File: config.mk
export PLATFORM = sky130hd
export DESIGN_NAME = tff_bank_counter_flat
export DESIGN_NICKNAME = d
export VERILOG_FILES = /design/src/rtl/tff_bank_counter_pkg.sv /design/src/rtl/tff_bank_counter_if.sv /design/src/rtl/tff_bank_counter_cell.sv /design/src/rtl/tff_bank_counter.sv /design/src/flat_wrapper.sv
export SDC_FILE = /design/constraint.sdc
export NUM_CORES = 1
export LEC_CHECK = 0
export ABC_AREA = 0
export CAP_MARGIN = 0
export CORE_MARGIN = 3
export CORE_UTILIZATION = 45
export CTS_CLUSTER_DIAMETER = 60
export DETAILED_ROUTE_END_ITERATION = 10
export PLACE_DENSITY = 0.87
export SLEW_MARGIN = 15
export SYNTH_ARGS = -nofsm -noshare
export SYNTH_HDL_FRONTEND = slang
export SYNTH_HIERARCHICAL = 1
export SYNTH_SLANG_ARGS = --single-unit
File: constraint.sdc
create_clock -name clk -period 2.8 [get_ports clk]
set_clock_uncertainty 0.15 [all_clocks]
set_input_delay 0.7 -clock clk [delete_from_list [all_inputs] [get_ports clk]]
set_output_delay 0.7 -clock clk [all_outputs]
set_load 0.005 [all_outputs]
File: src/rtl/tff_bank_counter_pkg.sv
// Shared types and helpers for the T-flip-flop register bank: mode encoding
// and the load saturation function.
package tff_pkg;

  typedef enum logic [1:0] {
    TFF_TOGGLE = 2'b00,
    TFF_UP     = 2'b01,
    TFF_DOWN   = 2'b10,
    TFF_LOAD   = 2'b11
  } tff_mode_e;

  // Clamp a load value to the top of the count range.
  function automatic logic [31:0] sat_to_max(input logic [31:0] value,
                                             input logic [31:0] max);
    return (value > max) ? max : value;
  endfunction

endpackage

File: src/rtl/tff_bank_counter_if.sv
// Control/data bundle of the T-flip-flop bank: the master drives the command,
// the slave (the bank) returns state and the terminal-count pulse.
interface tff_bank_counter_if #(
    parameter int WIDTH = 4
);
    import tff_pkg::*;

    logic             ena;
    tff_mode_e        mode;
    logic [WIDTH-1:0] t;
    logic [WIDTH-1:0] d;
    logic [WIDTH-1:0] q;
    logic             tc;

    modport master (output ena, mode, t, d, input  q, tc);
    modport slave  (input  ena, mode, t, d, output q, tc);

endinterface

File: src/rtl/tff_bank_counter_cell.sv
// One T flip-flop cell: synchronous reset to a per-cell value, flips when
// enabled and its toggle bit is set.
module tff_cell (
    input  logic clk,
    input  logic reset,
    input  logic ena,
    input  logic tog,
    input  logic rst_val,
    output logic q
);

    // NOTE: sequential state uses non-blocking assignment so every cell samples
    // the same pre-edge values and simulation matches the synthesized flops.
    always_ff @(posedge clk) begin
        if (reset)
            q <= rst_val;
        else if (ena)
            q <= q ^ tog;
    end

endmodule

File: src/rtl/tff_bank_counter.sv
// Parametrised register bank of T-flip-flop cells with toggle, modulo up/down
// count and saturating (optionally inverting) parallel load.
module tff_bank_counter
    import tff_pkg::*;
#(
    parameter int               WIDTH       = 4,
    parameter longint unsigned  MODULUS     = 64'd1 << WIDTH,
    parameter logic [WIDTH-1:0] RESET_VAL   = '0,
    parameter bit               INVERT_LOAD = 1'b1
) (
    input  logic                clk,
    input  logic                reset,
    tff_bank_counter_if.slave   bus
);

    localparam logic [WIDTH-1:0] MAX = WIDTH'(MODULUS - 64'd1);

    logic [WIDTH-1:0] q;
    logic [WIDTH-1:0] q_next;
    logic [WIDTH-1:0] tog;
    logic [WIDTH-1:0] load_val;
    logic             tc_next;
    logic             tc_q;

    assign load_val = INVERT_LOAD ? ~bus.d : bus.d;

    // NOTE: every output of this block gets a default first, so no path through
    // the case leaves a value unassigned and no latch is inferred.
    always_comb begin
        q_next  = q;
        tc_next = 1'b0;
        if (bus.ena) begin
            unique case (bus.mode)
                TFF_TOGGLE: q_next = q ^ bus.t;
                TFF_UP: begin
                    if (q >= MAX) begin
                        q_next  = '0;
                        tc_next = 1'b1;
                    end else begin
                        q_next = q + WIDTH'(1);
                    end
                end
                TFF_DOWN: begin
                    if (q == '0) begin
                        q_next  = MAX;
                        tc_next = 1'b1;
                    end else if (q > MAX) begin
                        // Out-of-range recovery is silent: not a real wrap.
                        q_next = MAX;
                    end else begin
                        q_next = q - WIDTH'(1);
                    end
                end
                TFF_LOAD: q_next = WIDTH'(sat_to_max(32'(load_val), 32'(MAX)));
                default:  q_next = q;
            endcase
        end
    end

    // Each cell only sees which bits must flip; the arithmetic stays up here.
    assign tog = q ^ q_next;

    for (genvar i = 0; i < WIDTH; i++) begin : g_cell
        tff_cell u_cell (
            .clk     (clk),
            .reset   (reset),
            .ena     (bus.ena),
            .tog     (tog[i]),
            .rst_val (RESET_VAL[i]),
            .q       (q[i])
        );
    end

    always_ff @(posedge clk) begin
        if (reset)
            tc_q <= 1'b0;
        else
            tc_q <= tc_next;
    end

    assign bus.q  = q;
    assign bus.tc = tc_q;

endmodule

File: src/flat_wrapper.sv
// flat-port wrapper written by rule: the top's interface ports become plain ports
module tff_bank_counter_flat import tff_pkg::*;
#(
    parameter int               WIDTH       = 4,
    parameter longint unsigned  MODULUS     = 64'd1 << WIDTH,
    parameter logic [WIDTH-1:0] RESET_VAL   = '0,
    parameter bit               INVERT_LOAD = 1'b1
)
  (clk, reset, bus_ena, bus_mode, bus_t, bus_d, bus_q, bus_tc);
  tff_bank_counter_if #(.WIDTH(WIDTH)) bus_i ();
  input  logic clk;
  input  logic reset;
  input wire logic [$bits(bus_i.ena)-1:0] bus_ena;
  input wire logic [$bits(bus_i.mode)-1:0] bus_mode;
  input wire logic [$bits(bus_i.t)-1:0] bus_t;
  input wire logic [$bits(bus_i.d)-1:0] bus_d;
  output wire logic [$bits(bus_i.q)-1:0] bus_q;
  output wire logic [$bits(bus_i.tc)-1:0] bus_tc;
  assign bus_i.ena = bus_ena;
  assign bus_i.mode = bus_mode;
  assign bus_i.t = bus_t;
  assign bus_i.d = bus_d;
  assign bus_q = bus_i.q;
  assign bus_tc = bus_i.tc;
  tff_bank_counter #(.WIDTH(WIDTH), .MODULUS(MODULUS), .RESET_VAL(RESET_VAL), .INVERT_LOAD(INVERT_LOAD)) u_core (.clk(clk), .reset(reset), .bus(bus_i));
endmodule
; ---- Word-level counts from Yosys, hierarchy flattened
; Cells that the tools add are included.
[word_totals]
latch_bits = 0
word_cells = 31
rom_bits = 0
out_inout_bits = 5
regBits = 5
memories = 0
ramBits = 0
[classes]
n_mux = 8
magnitude_cmp = 2
bitwise = 8
n_reduce_logical = 3
shift = 0
eq_ne = 3
add_sub_neg = 2
mul = 0
div_mod_pow = 0
[op_table]
columns = op, count
row1 = 2-to-1 mux 4 bit, 4
row2 = case mux 4 bit (4 select lines), 1
row3 = XOR 4 bit, 2
row4 = "adder 4 x 1 -> 4 bit, second input constant", 1
row5 = "equality test 2 bit, second input constant", 2
row6 = "greater-or-equal comparator 4 bit, second input constant", 1
row7 = "greater-than comparator 4 bit, second input constant", 1
row8 = zero test 4 bit, 1
row9 = inverter 4 bit, 1
row10 = "subtractor 4 x 1 -> 4 bit, second input constant", 1
row11 = XOR 1 bit, 4
row12 = "equality test 2 x 1 -> 1 bit, second input constant", 1
row13 = zero test 2 bit, 1
row14 = 2-to-1 mux 1 bit, 2
row15 = case mux 1 bit (2 select lines), 1
row16 = OR reduction 2 bit, 1
row17 = inverter 1 bit, 1

; ---- Depth between registers and ports, before layout
; Gate-level depths: netlist of run 1.
[logic_depth]
ltp_word = 7
ltp_mapped = 8

; ---- Modules after synthesis
; Netlist of run 1, hierarchy kept.
[by_module_without_submodules]
columns = mod, cells_per_inst, seq_area_each_um2, instances, area_each_um2
row1 = tff_bank_counter, 54, 20.0, 1, 377.9
row2 = tff_cell, 5, 30.0, 4, 53.8

; ---- Least setup slack after synthesis of run 1
; No wires, ideal clock.
[synth_timing]
path_type = input to register
from = input bus_mode[0]
to = register u_core.g_cell[1].u_cell.q (data pin)
stages = 8
setup_slack_ns = 0.654
setup_ns = 0.256
arrival_time_ns = 1.740
path_cell_list = inv_1 -> ha_1 -> mux2i_1 -> o21ai_1 -> xnor2_1 -> a31o_1 -> xnor2_1 -> o21ai_1
[synth_between]
elab_chain_cells = 5
word_cells_on_any_way = 8
cone_classes = eq/ne (3) / mux (2) / bitwise (2) / reduce/logical (1)
[synth_lines]
columns = element, line
row1 = "start, declared", flat_wrapper.sv:14  ; input wire logic [$bits(bus_i.mode)-1:0] bus_mode;
row2 = "equality test 2 bit, or another cell as far along", tff_bank_counter.sv:33  ; unique case (bus.mode)
row3 = case mux 4 bit (4 select lines) *, tff_bank_counter.sv:33
row4 = 2-to-1 mux 4 bit *, tff_bank_counter.sv:32  ; if (bus.ena) begin
row5 = XOR 4 bit *, tff_bank_counter.sv:61  ; assign tog = q ^ q_next;
row6 = net u_core.tog[1], tff_bank_counter.sv:20  ; logic [WIDTH-1:0] tog;
row7 = XOR 1 bit *, tff_bank_counter_cell.sv:18  ; q <= q ^ tog;
row8 = "end signal, assigned", tff_bank_counter_cell.sv:16  ; q <= rst_val;
row9 = "end signal, assigned", tff_bank_counter_cell.sv:18
row10 = "end, declared", tff_bank_counter_cell.sv:9  ; output logic q
; The timed path passes the listed nets; every way through them passes the cells marked *.
; A chain may end at the register's enable or synchronous reset.

; ---- Worst setup path after layout of run 1
; Ends and elaborated chain as after synthesis.

==> impl_metrics.toml, run 1 <==
[setup_path]
cp.required_ns = 2.63
arrival_ns = 2.44
critical_path.top_delay_family = "buffers and inverters"
slowest_delay_ns = 0.51
worstSetupEndpointType = "flip-flop"
timing_worst_setup_path_type = "input port to flip-flop"
r2r-end = "u_core/g_cell[1].u_cell/q"
worst-r2r-cell-count = 8
regToRegSetupSlack_ns = 0.62
buffering_stage_count_on_the_worst_path_with_inverters_included = 2
worstReg2RegStart = "u_core/g_cell[1].u_cell/q"
crit_path_max_fanout = 7
crit_path_start_kind = "input port"
slowest_cell_on_the_critical_path = "sky130_fd_sc_hd__clkdlybuf4s50_1"
critical_path.cell_chain = "clkdlybuf4s50_1, inv_1, ha_1, mux2i_1, o21ai_1, xnor2_1, a31o_1, xnor2_1, o21ai_1"

[die]
coreArea_um2 = 1171
standard_cell_row_count = 12
fp.dieH_um = 42.31
boundaryPins = 18
floorplan.die_area_um2 = 1790
initial_core_util = 0.5064
die_x_um = 42.31

[min_path]
hold_path_startpoint = "u_core/g_cell[3].u_cell/q"
hold_path_cell_cnt = 2
hold_end = "u_core/g_cell[3].u_cell/q"
worst_hold_path_type = "flip-flop to flip-flop"

[final_layout]
fillerInstances = 104
flow.area_growth_from_synthesis_pct = 40.51
finalNetCount = 120
design_area_um2 = 833.3
drive_above_1_share = 0.06000
antenna-diode-count = 0

[clock_tree]
count_of_clock_tree_sinks = 5
cts.hold.buffers_added = 0
numCtsBuffers = 3
worstSkewPairLatency_ns = 0.25
htree_num_levels = 1
postCtsSetupRepairBufs = 0
cts-root-to-sink-buffers = 2
clockRootBuffer = "sky130_fd_sc_hd__clkbuf_4"
post_cts_resize_count = 0
cts.clk_slew.worst_paths_ns = 0.04
tritoncts = "yes"

[global_routing]
antenna_found_initial = 0
gr-usage-all-layers = 0.1837
grt_first_pass_wirelength_um = 2456
grt_pass1_vias = 577
global_route.overflow_total = 0
grt_start_max_net_pins = 14

[place]
io_buffer_count = 17
routabilityCongestion = 0.7791
dpl.hpwl_um = 1098
detailed_place.area_um2 = 807.0

[detailed_routing]
routed-via-count = 625
avgViaCountPerCell = 5.482
drt_pre_antenna_iters = 4
drt_wl_total_um = 1518
post_drt_wl_per_cell_um = 13.32
detailedRoute.firstIterationViolations = 25
drcViolationCount = 0
drtAntennaViolNets = 0

[synthesis]
yosysTopAreaCell = "sky130_fd_sc_hd__edfxtp_1"
ys_async_sr_fraction = 0
number_of_synthesized_flops_with_an_enable_pin = 4
synth-seq-area-share = 0.2363
ys_top_cells_by_area = "sky130_fd_sc_hd__edfxtp_1, sky130_fd_sc_hd__ha_1, sky130_fd_sc_hd__xnor2_1, sky130_fd_sc_hd__nand2_1, sky130_fd_sc_hd__nand2b_1"
most_numerous_cell_types_in_the_synthesized_netlist = "sky130_fd_sc_hd__nand2_1, sky130_fd_sc_hd__inv_1, sky130_fd_sc_hd__ha_1, sky130_fd_sc_hd__o21ai_1"
ys_dominant_reg_cell = "sky130_fd_sc_hd__edfxtp_1"
post_synth.cell_area_avg_um2 = 8.014
synth_top_cell_area_share = 0.2025
synth-seq-cells = 5
synth_most_common_cell = "sky130_fd_sc_hd__nand2_1"
netlist_area_um2 = 593.1
yosysWarningCount = 6
synthesis.instances = 74
synth.lib_cells_used.distinct = 29

[power_and_ir_drop]
pwr_density_cell_nw_per_um2 = 411.0
p_seq_frac = 0.328
internal-power_uw = 228.3
power.static_leakage_nw = 0.3378
power.share.switching = 0.3334
clkPwrFrac = 0.259
comb_power_share = 0.413
vdd_ir_drop_max_uv = 219.2
netSwitchingPower_uw = 114.2

[sta]
setup-violations-final = 0
fin_worst_hold_slack_ns = 0.6499
period_minus_slack_ns = 2.611
max_freq_mhz = 383.0
rsz0062_at_grt = "no"
totalNegativeSetupSlack_ns = 0
hold_viol_final = 0
final_min_period_over_clock_period = 0.9324
report.final.slew_viol_count = 0

[job]
drv_cap = 0

[status]
run_status = "finished, final reports clean"
[through the flow]
stage / power, mW / setup slack [ns] / utilization / instances
after floorplan: 0.1928 / 0.6544 / - / 77
after global placement: 0.2469 / 0.01448 / 0.6891 / 110
after detailed placement: 0.2526 / -0.05436 / 0.6891 / 110
after CTS: 0.3452 / 0.2144 / 0.7115 / 114
after global routing: 0.3653 / 0.07098 / 0.7115 / 114
final: 0.3425 / 0.1893 / 0.7115 / 114
[state kept, by name, summed over array words and instances, names as in the netlist]
| signal | count |
|---|---|
| u_core/g_cell.u_cell/q | 4 |
| u_core/bus.tc | 1 |
[routing by layer]
layer | part of all wire | track usage | up-vias
li1 | - | - | 312
met1 | 0.43 | 0.2154 | 273
met2 | 0.47 | 0.2857 | 38
met3 | 0.092 | 0.04721 | 2
met4 | 0.0059 | 0.1304 | 0
met5 | 0 | 0 | -
[layout by cell type (no fill, tap or decap), types with 2 or more instances in the layout]
cell                               n
sky130_fd_sc_hd__conb_1            4
sky130_fd_sc_hd__buf_4             2
sky130_fd_sc_hd__edfxtp_1          4
sky130_fd_sc_hd__a31oi_1           2
sky130_fd_sc_hd__nor2_1            3
sky130_fd_sc_hd__clkdlybuf4s50_1  17
sky130_fd_sc_hd__nand2_1          10
sky130_fd_sc_hd__xnor2_1           5
sky130_fd_sc_hd__nand3_1           2
sky130_fd_sc_hd__mux2i_1           2
sky130_fd_sc_hd__nand2b_1          5
sky130_fd_sc_hd__or2_1             4
sky130_fd_sc_hd__o21ai_1           6
sky130_fd_sc_hd__a31o_1            2
sky130_fd_sc_hd__ha_1              6
sky130_fd_sc_hd__inv_1             7
sky130_fd_sc_hd__clkbuf_4          3
[power groups by stage]
stage	Clock (mW)	Sequential [mW]	Combinational, mW
floorplan	0	0.109	0.0834
global placement	0	0.113	0.134
detailed placement	0	0.114	0.139
CTS	0.0922	0.112	0.141
global route	0.0963	0.115	0.154
finish	0.0886	0.112	0.141
[kinds of logic after synthesis]
logic type,share of synthesized area
DFF,0.2363
other,0.006323
and+or+nand+nor,0.2743
AOI/OAI and AO/OA,0.2046
adders and majority gates,0.1266
buffers and inverters,0.04431
xor gates and xnor gates,0.07384
muxes,0.03376
[worst register-to-register path: stages, from the launching register on]
cell and delay (ns):
sky130_fd_sc_hd__edfxtp_1 0.47, sky130_fd_sc_hd__inv_1 0.11, sky130_fd_sc_hd__ha_1 0.30, sky130_fd_sc_hd__mux2i_1 0.19
sky130_fd_sc_hd__o21ai_1 0.10, sky130_fd_sc_hd__xnor2_1 0.13, sky130_fd_sc_hd__a31o_1 0.24, sky130_fd_sc_hd__xnor2_1 0.15
sky130_fd_sc_hd__o21ai_1 0.07
[worst max-delay path by stage]
| stage | to | startpoint | cells past startpoint |
|---|---|---|---|
| global placement | u_core/g_cell[1].u_cell/q | bus_mode[0] | 9 |
| global route | u_core/g_cell[2].u_cell/q | bus_mode[0] | 9 |
| floorplan | u_core/g_cell[1].u_cell/q | bus_mode[0] | 8 |
| detailed placement | u_core/g_cell[1].u_cell/q | bus_mode[0] | 9 |
| finish | u_core/g_cell[1].u_cell/q | bus_mode[0] | 9 |
| CTS | u_core/g_cell[1].u_cell/q | bus_mode[0] | 9 |
[final cells by class]
type                       instances  area, um^2  area share
multi-input combinational         65       437.9      0.5255
timing repair buffer              19       185.2      0.2222
sequential                         5       140.1      0.1682
clock buffer                       4       26.28     0.03153
inverter                           7       26.28     0.03153
tap                               14       17.52     0.02102
(Power assumes the default switching activity.)
==> run 2, diff against run 1 <==
==> constraint.sdc (replaced) <==
create_clock -name clk -period 2.6 [get_ports clk]
set_clock_uncertainty 0.15 [all_clocks]
set_input_delay 0.65 -clock clk [delete_from_list [all_inputs] [get_ports clk]]
set_output_delay 0.65 -clock clk [all_outputs]
set_load 0.005 [all_outputs]
==> impl_metrics.toml, run 2 (synthesis gave the netlist of run 1 again) <==
[detailed_routing]
drtAntennaViolNets = 0
detailedRoute.firstIterationViolations = 34
avgViaCountPerCell = 5.595
drt_wl_total_um = 1554
post_drt_wl_per_cell_um = 13.40
routed-via-count = 649
drcViolationCount = 0
drt_pre_antenna_iters = 5

[status]
run_status = "finished, final reports clean"

[setup_path]
arrival_ns = 2.33
crit_end = "u_core/g_cell[1].u_cell/q"
critical_path.cell_chain = "clkdlybuf4s50_1, inv_1, ha_1, mux2i_1, o21ai_1, xnor2_1, a31o_1, xnor2_1, o21ai_1"
crit_path_max_fanout = 5
worstReg2RegStart = "u_core/g_cell[0].u_cell/q"
slowest_cell_on_the_critical_path = "sky130_fd_sc_hd__clkdlybuf4s50_1"
worst-r2r-cell-count = 8
slowest_delay_ns = 0.52
cp.required_ns = 2.43
timing_worst_setup_path_type = "input port to flip-flop"
r2r-end = "u_core/g_cell[1].u_cell/q"
crit_path_start_kind = "input port"
worstSetupEndpointType = "flip-flop"
regToRegSetupSlack_ns = 0.43
cp-startpoint = "bus_mode[1]"

[final_layout]
flow.area_growth_from_synthesis_pct = 43.46
design_area_um2 = 850.8
most-common-layout-cells = "sky130_fd_sc_hd__clkdlybuf4s50_1, sky130_fd_sc_hd__nand2_1, sky130_fd_sc_hd__inv_1, sky130_fd_sc_hd__o21ai_1"
layout.core_utilization = 0.7265
final_common_cell = "sky130_fd_sc_hd__clkdlybuf4s50_1"
max_flop_register = "u_core/g_cell.u_cell/q"
number_of_flip_flops_in_the_largest_register = 4
finalNetCount = 122
drive_above_1_share = 0.08824
antenna-diode-count = 0

[power_and_ir_drop]
vdd_ir_drop_max_uv = 264.5
power.static_leakage_nw = 0.3455
pwr_density_cell_nw_per_um2 = 431.8
internal-power_uw = 247.0
comb_power_share = 0.416
p_seq_frac = 0.330
post-layout-total-power_uw = 367.4
power.share.switching = 0.3276
clkPwrFrac = 0.254
netSwitchingPower_uw = 120.3

[global_routing]
antenna_found_initial = 0
grt_first_pass_wirelength_um = 2477
grt_start_max_net_pins = 14
gr-usage-all-layers = 0.1851
grt_pass1_vias = 596
global_route.overflow_total = 0

[die]
die_x_um = 42.31
initial_core_util = 0.5064
fp.dieH_um = 42.31
boundaryPins = 18
floorplan.die_area_um2 = 1790
standard_cell_row_count = 12
coreArea_um2 = 1171

[min_path]
worst_hold_path_type = "flip-flop to flip-flop"

[sta]
setup-violations-final = 0
max_freq_mhz = 400.8
hold_viol_final = 0
totalNegativeSetupSlack_ns = 0
report.final.slew_viol_count = 0
final_min_period_over_clock_period = 0.9595
period_minus_slack_ns = 2.495
rsz0062_at_grt = "no"

[clock_tree]
cts.clk_slew.worst_paths_ns = 0.05
cts-root-to-sink-buffers = 2
worstSkewPairLatency_ns = 0.25
numCtsBuffers = 3
count_of_clock_tree_sinks = 5
tritoncts = "yes"
clockRootBuffer = "sky130_fd_sc_hd__clkbuf_4"
htree_num_levels = 1

[place]
io_buffer_count = 17
routabilityCongestion = 0.7969
dpl.hpwl_um = 1227
detailed_place.area_um2 = 822.0

[job]
drv_cap = 0
-- run 2: changes by cell type in the layout (fill, tap and decap cells not counted), sizes merged --
cell | before | now
buf | 2 | 4
-- run 2: timing repair --
action | CTS | global route
hold buffers | 0 | 0
setup buffers | 0 | 0
resized for setup | 0 | 1
endpoints found under the hold margin | 0 | 0
setup endpoints to repair | 0 | 3
-- run 2: routing by layer --
metal | vias to the layer above | global-route usage | wire (um)
met2 | 35 | 0.3009 | 797
met3 | 4 | 0.08155 | 129
li1 | 314 | - | -
met1 | 296 | 0.1938 | 601
met4 | 0 | 0.1118 | 25
met5 | - | 0 | 0
-- run 2: cell type report --
cell class,count,area [um^2]
clock buffer,4,26.28
fill,99,320.3
inverter,7,26.28
multi-input combinational,65,440.4
sequential,5,140.1
tap,14,17.52
timing repair buffer,21,200.2
-- run 2: how the worst min path moves through the flow --
stage / from / to / slack (ns) / depth (start not counted)
after CTS: u_core/g_cell[3].u_cell/q / u_core/bus.tc / 0.60 / 2
after global placement: u_core/g_cell[3].u_cell/q / u_core/bus.tc / 0.60 / 2
final: u_core/g_cell[3].u_cell/q / u_core/bus.tc / 0.61 / 2
after floorplan: u_core/g_cell[3].u_cell/q / u_core/bus.tc / 0.54 / 2
after detailed placement: u_core/g_cell[3].u_cell/q / u_core/bus.tc / 0.60 / 2
after global routing: u_core/g_cell[3].u_cell/q / u_core/bus.tc / 0.62 / 2
-- run 2: worst max-delay path, delay by kind of cell --
family,cells,cell delay (ns)
multiplexers,1,0.15
adder cells (fa/ha/maj),1,0.25
XOR/XNOR,2,0.29
AO/OA/AOI/OAI,3,0.40
buffers and inverters,2,0.59
-- run 2: power by group through the flow --
stage                     clock network [mW]  registers, mW  logic [mW]
after detailed placement                   0          0.122       0.151
after floorplan                            0          0.118      0.0898
after global placement                     0          0.122       0.145
after global routing                   0.108          0.123       0.167
after CTS                             0.0990          0.121       0.152
final                                 0.0934          0.121       0.153
-- run 2: stage by stage --
step | instances | hold slack [ns] | setup slack, ns
2_1_floorplan | 77 | 0.5395 | 0.5044
3_3_place_gp | 112 | 0.5953 | -0.1217
3_5_place_dp | 112 | 0.5979 | -0.2026
4_1_cts | 116 | 0.6039 | 0.04970
5_1_grt | 116 | 0.6229 | 0.01760
6_report | 116 | 0.6056 | 0.1053
==> run 3, diff against run 2 <==
--- a/config.mk
+++ b/config.mk
@@ -7,13 +7,15 @@
 export LEC_CHECK = 0
 export ABC_AREA = 0
 export CAP_MARGIN = 0
+export CELL_PAD_IN_SITES_DETAIL_PLACEMENT = 0
+export CELL_PAD_IN_SITES_GLOBAL_PLACEMENT = 1
+export CORE_ASPECT_RATIO = 1.25
 export CORE_MARGIN = 3
-export CORE_UTILIZATION = 45
+export CORE_UTILIZATION = 31
 export CTS_CLUSTER_DIAMETER = 60
 export DETAILED_ROUTE_END_ITERATION = 10
-export PLACE_DENSITY = 0.87
+export PLACE_DENSITY = 0.86
 export SLEW_MARGIN = 15
 export SYNTH_ARGS = -nofsm -noshare
 export SYNTH_HDL_FRONTEND = slang
-export SYNTH_HIERARCHICAL = 1
 export SYNTH_SLANG_ARGS = --single-unit
==> impl_metrics.toml, run 3 <==
[status]
run_status = "finished, final reports clean"

[final_layout]
antenna-diode-count = 0
most-common-layout-cells = "sky130_fd_sc_hd__clkdlybuf4s50_1, sky130_fd_sc_hd__inv_1, sky130_fd_sc_hd__o21ai_0, sky130_fd_sc_hd__ha_1"
finish.cell_count_without_fillers = 103
drive_above_1_share = 0.09412
finalNetCount = 105
final_common_cell = "sky130_fd_sc_hd__clkdlybuf4s50_1"
fillerInstances = 166
flow.area_growth_from_synthesis_pct = 28.73

[clock_tree]
cts-root-to-sink-buffers = 2
numCtsBuffers = 3
worstSkewPairLatency_ns = 0.25
cts.clk_slew.worst_paths_ns = 0.05
postCtsSetupRepairBufs = 0
cts.hold.buffers_added = 0
clockRootBuffer = "sky130_fd_sc_hd__clkbuf_4"
htree_num_levels = 1
post_cts_resize_count = 0
tritoncts = "yes"
count_of_clock_tree_sinks = 5

[setup_path]
worst-r2r-cell-count = 6
critical_path_cell_count = 1
critical_path.top_delay_family = "buffers and inverters"
timing_worst_setup_path_type = "flip-flop to primary output"
worstSetupEndpointType = "primary output"
arrival_ns = 1.39
crit_path_start_kind = "flip-flop"
buffering_stage_count_on_the_worst_path_with_inverters_included = 1
cp.required_ns = 1.80
crit_path_max_fanout = 11
slowest_cell_on_the_critical_path = "sky130_fd_sc_hd__clkdlybuf4s50_1"
critical_path.cell_chain = "clkdlybuf4s50_1"
slowest_delay_ns = 0.58

[place]
routabilityCongestion = 0.8232
io_buffer_count = 17
dpl.hpwl_um = 1107
dp.cells = 99

[synthesis]
most_numerous_cell_types_in_the_synthesized_netlist = "sky130_fd_sc_hd__inv_1, sky130_fd_sc_hd__ha_1, sky130_fd_sc_hd__o21ai_0"
yosysTopAreaCell = "sky130_fd_sc_hd__dfxtp_1"
synth-seq-area-share = 0.1810
yosysWarningCount = 0
synth.net_count = 90
synth_top_cell_area_share = 0.1810
synth-seq-cells = 5
synth_most_common_cell = "sky130_fd_sc_hd__inv_1"
number_of_synthesized_flops_with_an_enable_pin = 0
post_synth.cell_area_avg_um2 = 7.789
netlist_area_um2 = 553.0
ys_dominant_reg_cell = "sky130_fd_sc_hd__dfxtp_1"
synth.lib_cells_used.distinct = 31
synthesis.instances = 71
ys_async_sr_fraction = 0
ys_top_cells_by_area = "sky130_fd_sc_hd__dfxtp_1, sky130_fd_sc_hd__ha_1, sky130_fd_sc_hd__buf_4, sky130_fd_sc_hd__inv_1, sky130_fd_sc_hd__o21ai_0"

[sta]
period_minus_slack_ns = 2.192
hold_viol_final = 0
final_min_period_over_clock_period = 0.8431
fin_worst_hold_slack_ns = 0.4302
totalNegativeSetupSlack_ns = 0
max_freq_mhz = 456.2
tightestPinTransition_ns = 0.4051
report.final.slew_viol_count = 0
setup-violations-final = 0
slew-limit-headroom = 0.7296
rsz0062_at_grt = "no"

[global_routing]
global_route.overflow_total = 0
gr-usage-all-layers = 0.1282
antenna_found_initial = 0
grt_pass1_vias = 505
grt_first_pass_wirelength_um = 2145
grt_start_max_net_pins = 12

[detailed_routing]
post_drt_wl_per_cell_um = 13.80
avgViaCountPerCell = 5.718
drtAntennaViolNets = 0
routed-via-count = 589
drt_pre_antenna_iters = 4
drcViolationCount = 0
drt_wl_total_um = 1421
detailedRoute.firstIterationViolations = 19

[power_and_ir_drop]
power.static_leakage_nw = 0.2882
vdd_ir_drop_max_uv = 269.2
post-layout-total-power_uw = 282.4
pwr_density_cell_nw_per_um2 = 396.7

[min_path]
hold_path_cell_cnt = 2
worst_hold_path_type = "flip-flop to flip-flop"

[die]
initial_core_util = 0.3410
fp.dieH_um = 53.22
floorplan.die_area_um2 = 2330
boundaryPins = 18
coreArea_um2 = 1622
standard_cell_row_count = 16
die_x_um = 43.78

[job]
drv_cap = 0
==> run 3: area by class of cell <==
type	count	area (um^2)	area share
Multi-Input combinational cell	49	355.3	0.4991
Timing Repair Buffer	17	170.2	0.2390
Inverter	10	37.54	0.05272
Clock buffer	4	26.28	0.03691
Tap cell	18	22.52	0.03163
Sequential cell	5	100.1	0.1406
==> run 3: worst paths after layout <==
check / from / endpoint / slack [ns]
max: flip-flop / bus_q[3] / 0.41
min: flip-flop / flip-flop / 0.43
max reg2reg: flip-flop / flip-flop / 0.91
min reg2reg: flip-flop / flip-flop / 0.43
==> run 3: where the power goes <==
group | internal [mW] | total, mW | switching, mW
Clock | 0.0584 | 0.0960 | 0.0376
Combinational | 0.0497 | 0.0916 | 0.0419
Sequential | 0.0824 | 0.0948 | 0.0124
Total | 0.190 | 0.282 | 0.0920
==> run 3: cell families after synthesis <==
| family | share of synthesized area |
|---|---|
| AOI/OAI and AO/OA | 0.3507 |
| adders and majority gates | 0.1357 |
| buffers and inverters | 0.1765 |
| DFF | 0.1810 |
| muxes | 0.01810 |
| and+or+nand+nor | 0.1380 |
==> run 3: per-layer routing <==
metal | global-route usage | vias up | wire, um
met2 | 0.2039 | 30 | 680
met4 | 0.08543 | 0 | 62
met1 | 0.1414 | 262 | 570
met5 | 0 | - | 0
li1 | - | 288 | -
met3 | 0.04422 | 9 | 108
==> run 3: per-stage QoR <==
stage / instance area, um^2 / setup WS (ns) / utilization
after CTS: 711.9 / 0.4279 / 0.4390
after global routing: 711.9 / 0.3613 / 0.4390
after detailed placement: 685.7 / 0.2634 / 0.4228
after floorplan: 553.0 / 0.8974 / -
final: 711.9 / 0.4080 / 0.4390
after global placement: 685.7 / 0.2569 / 0.4228
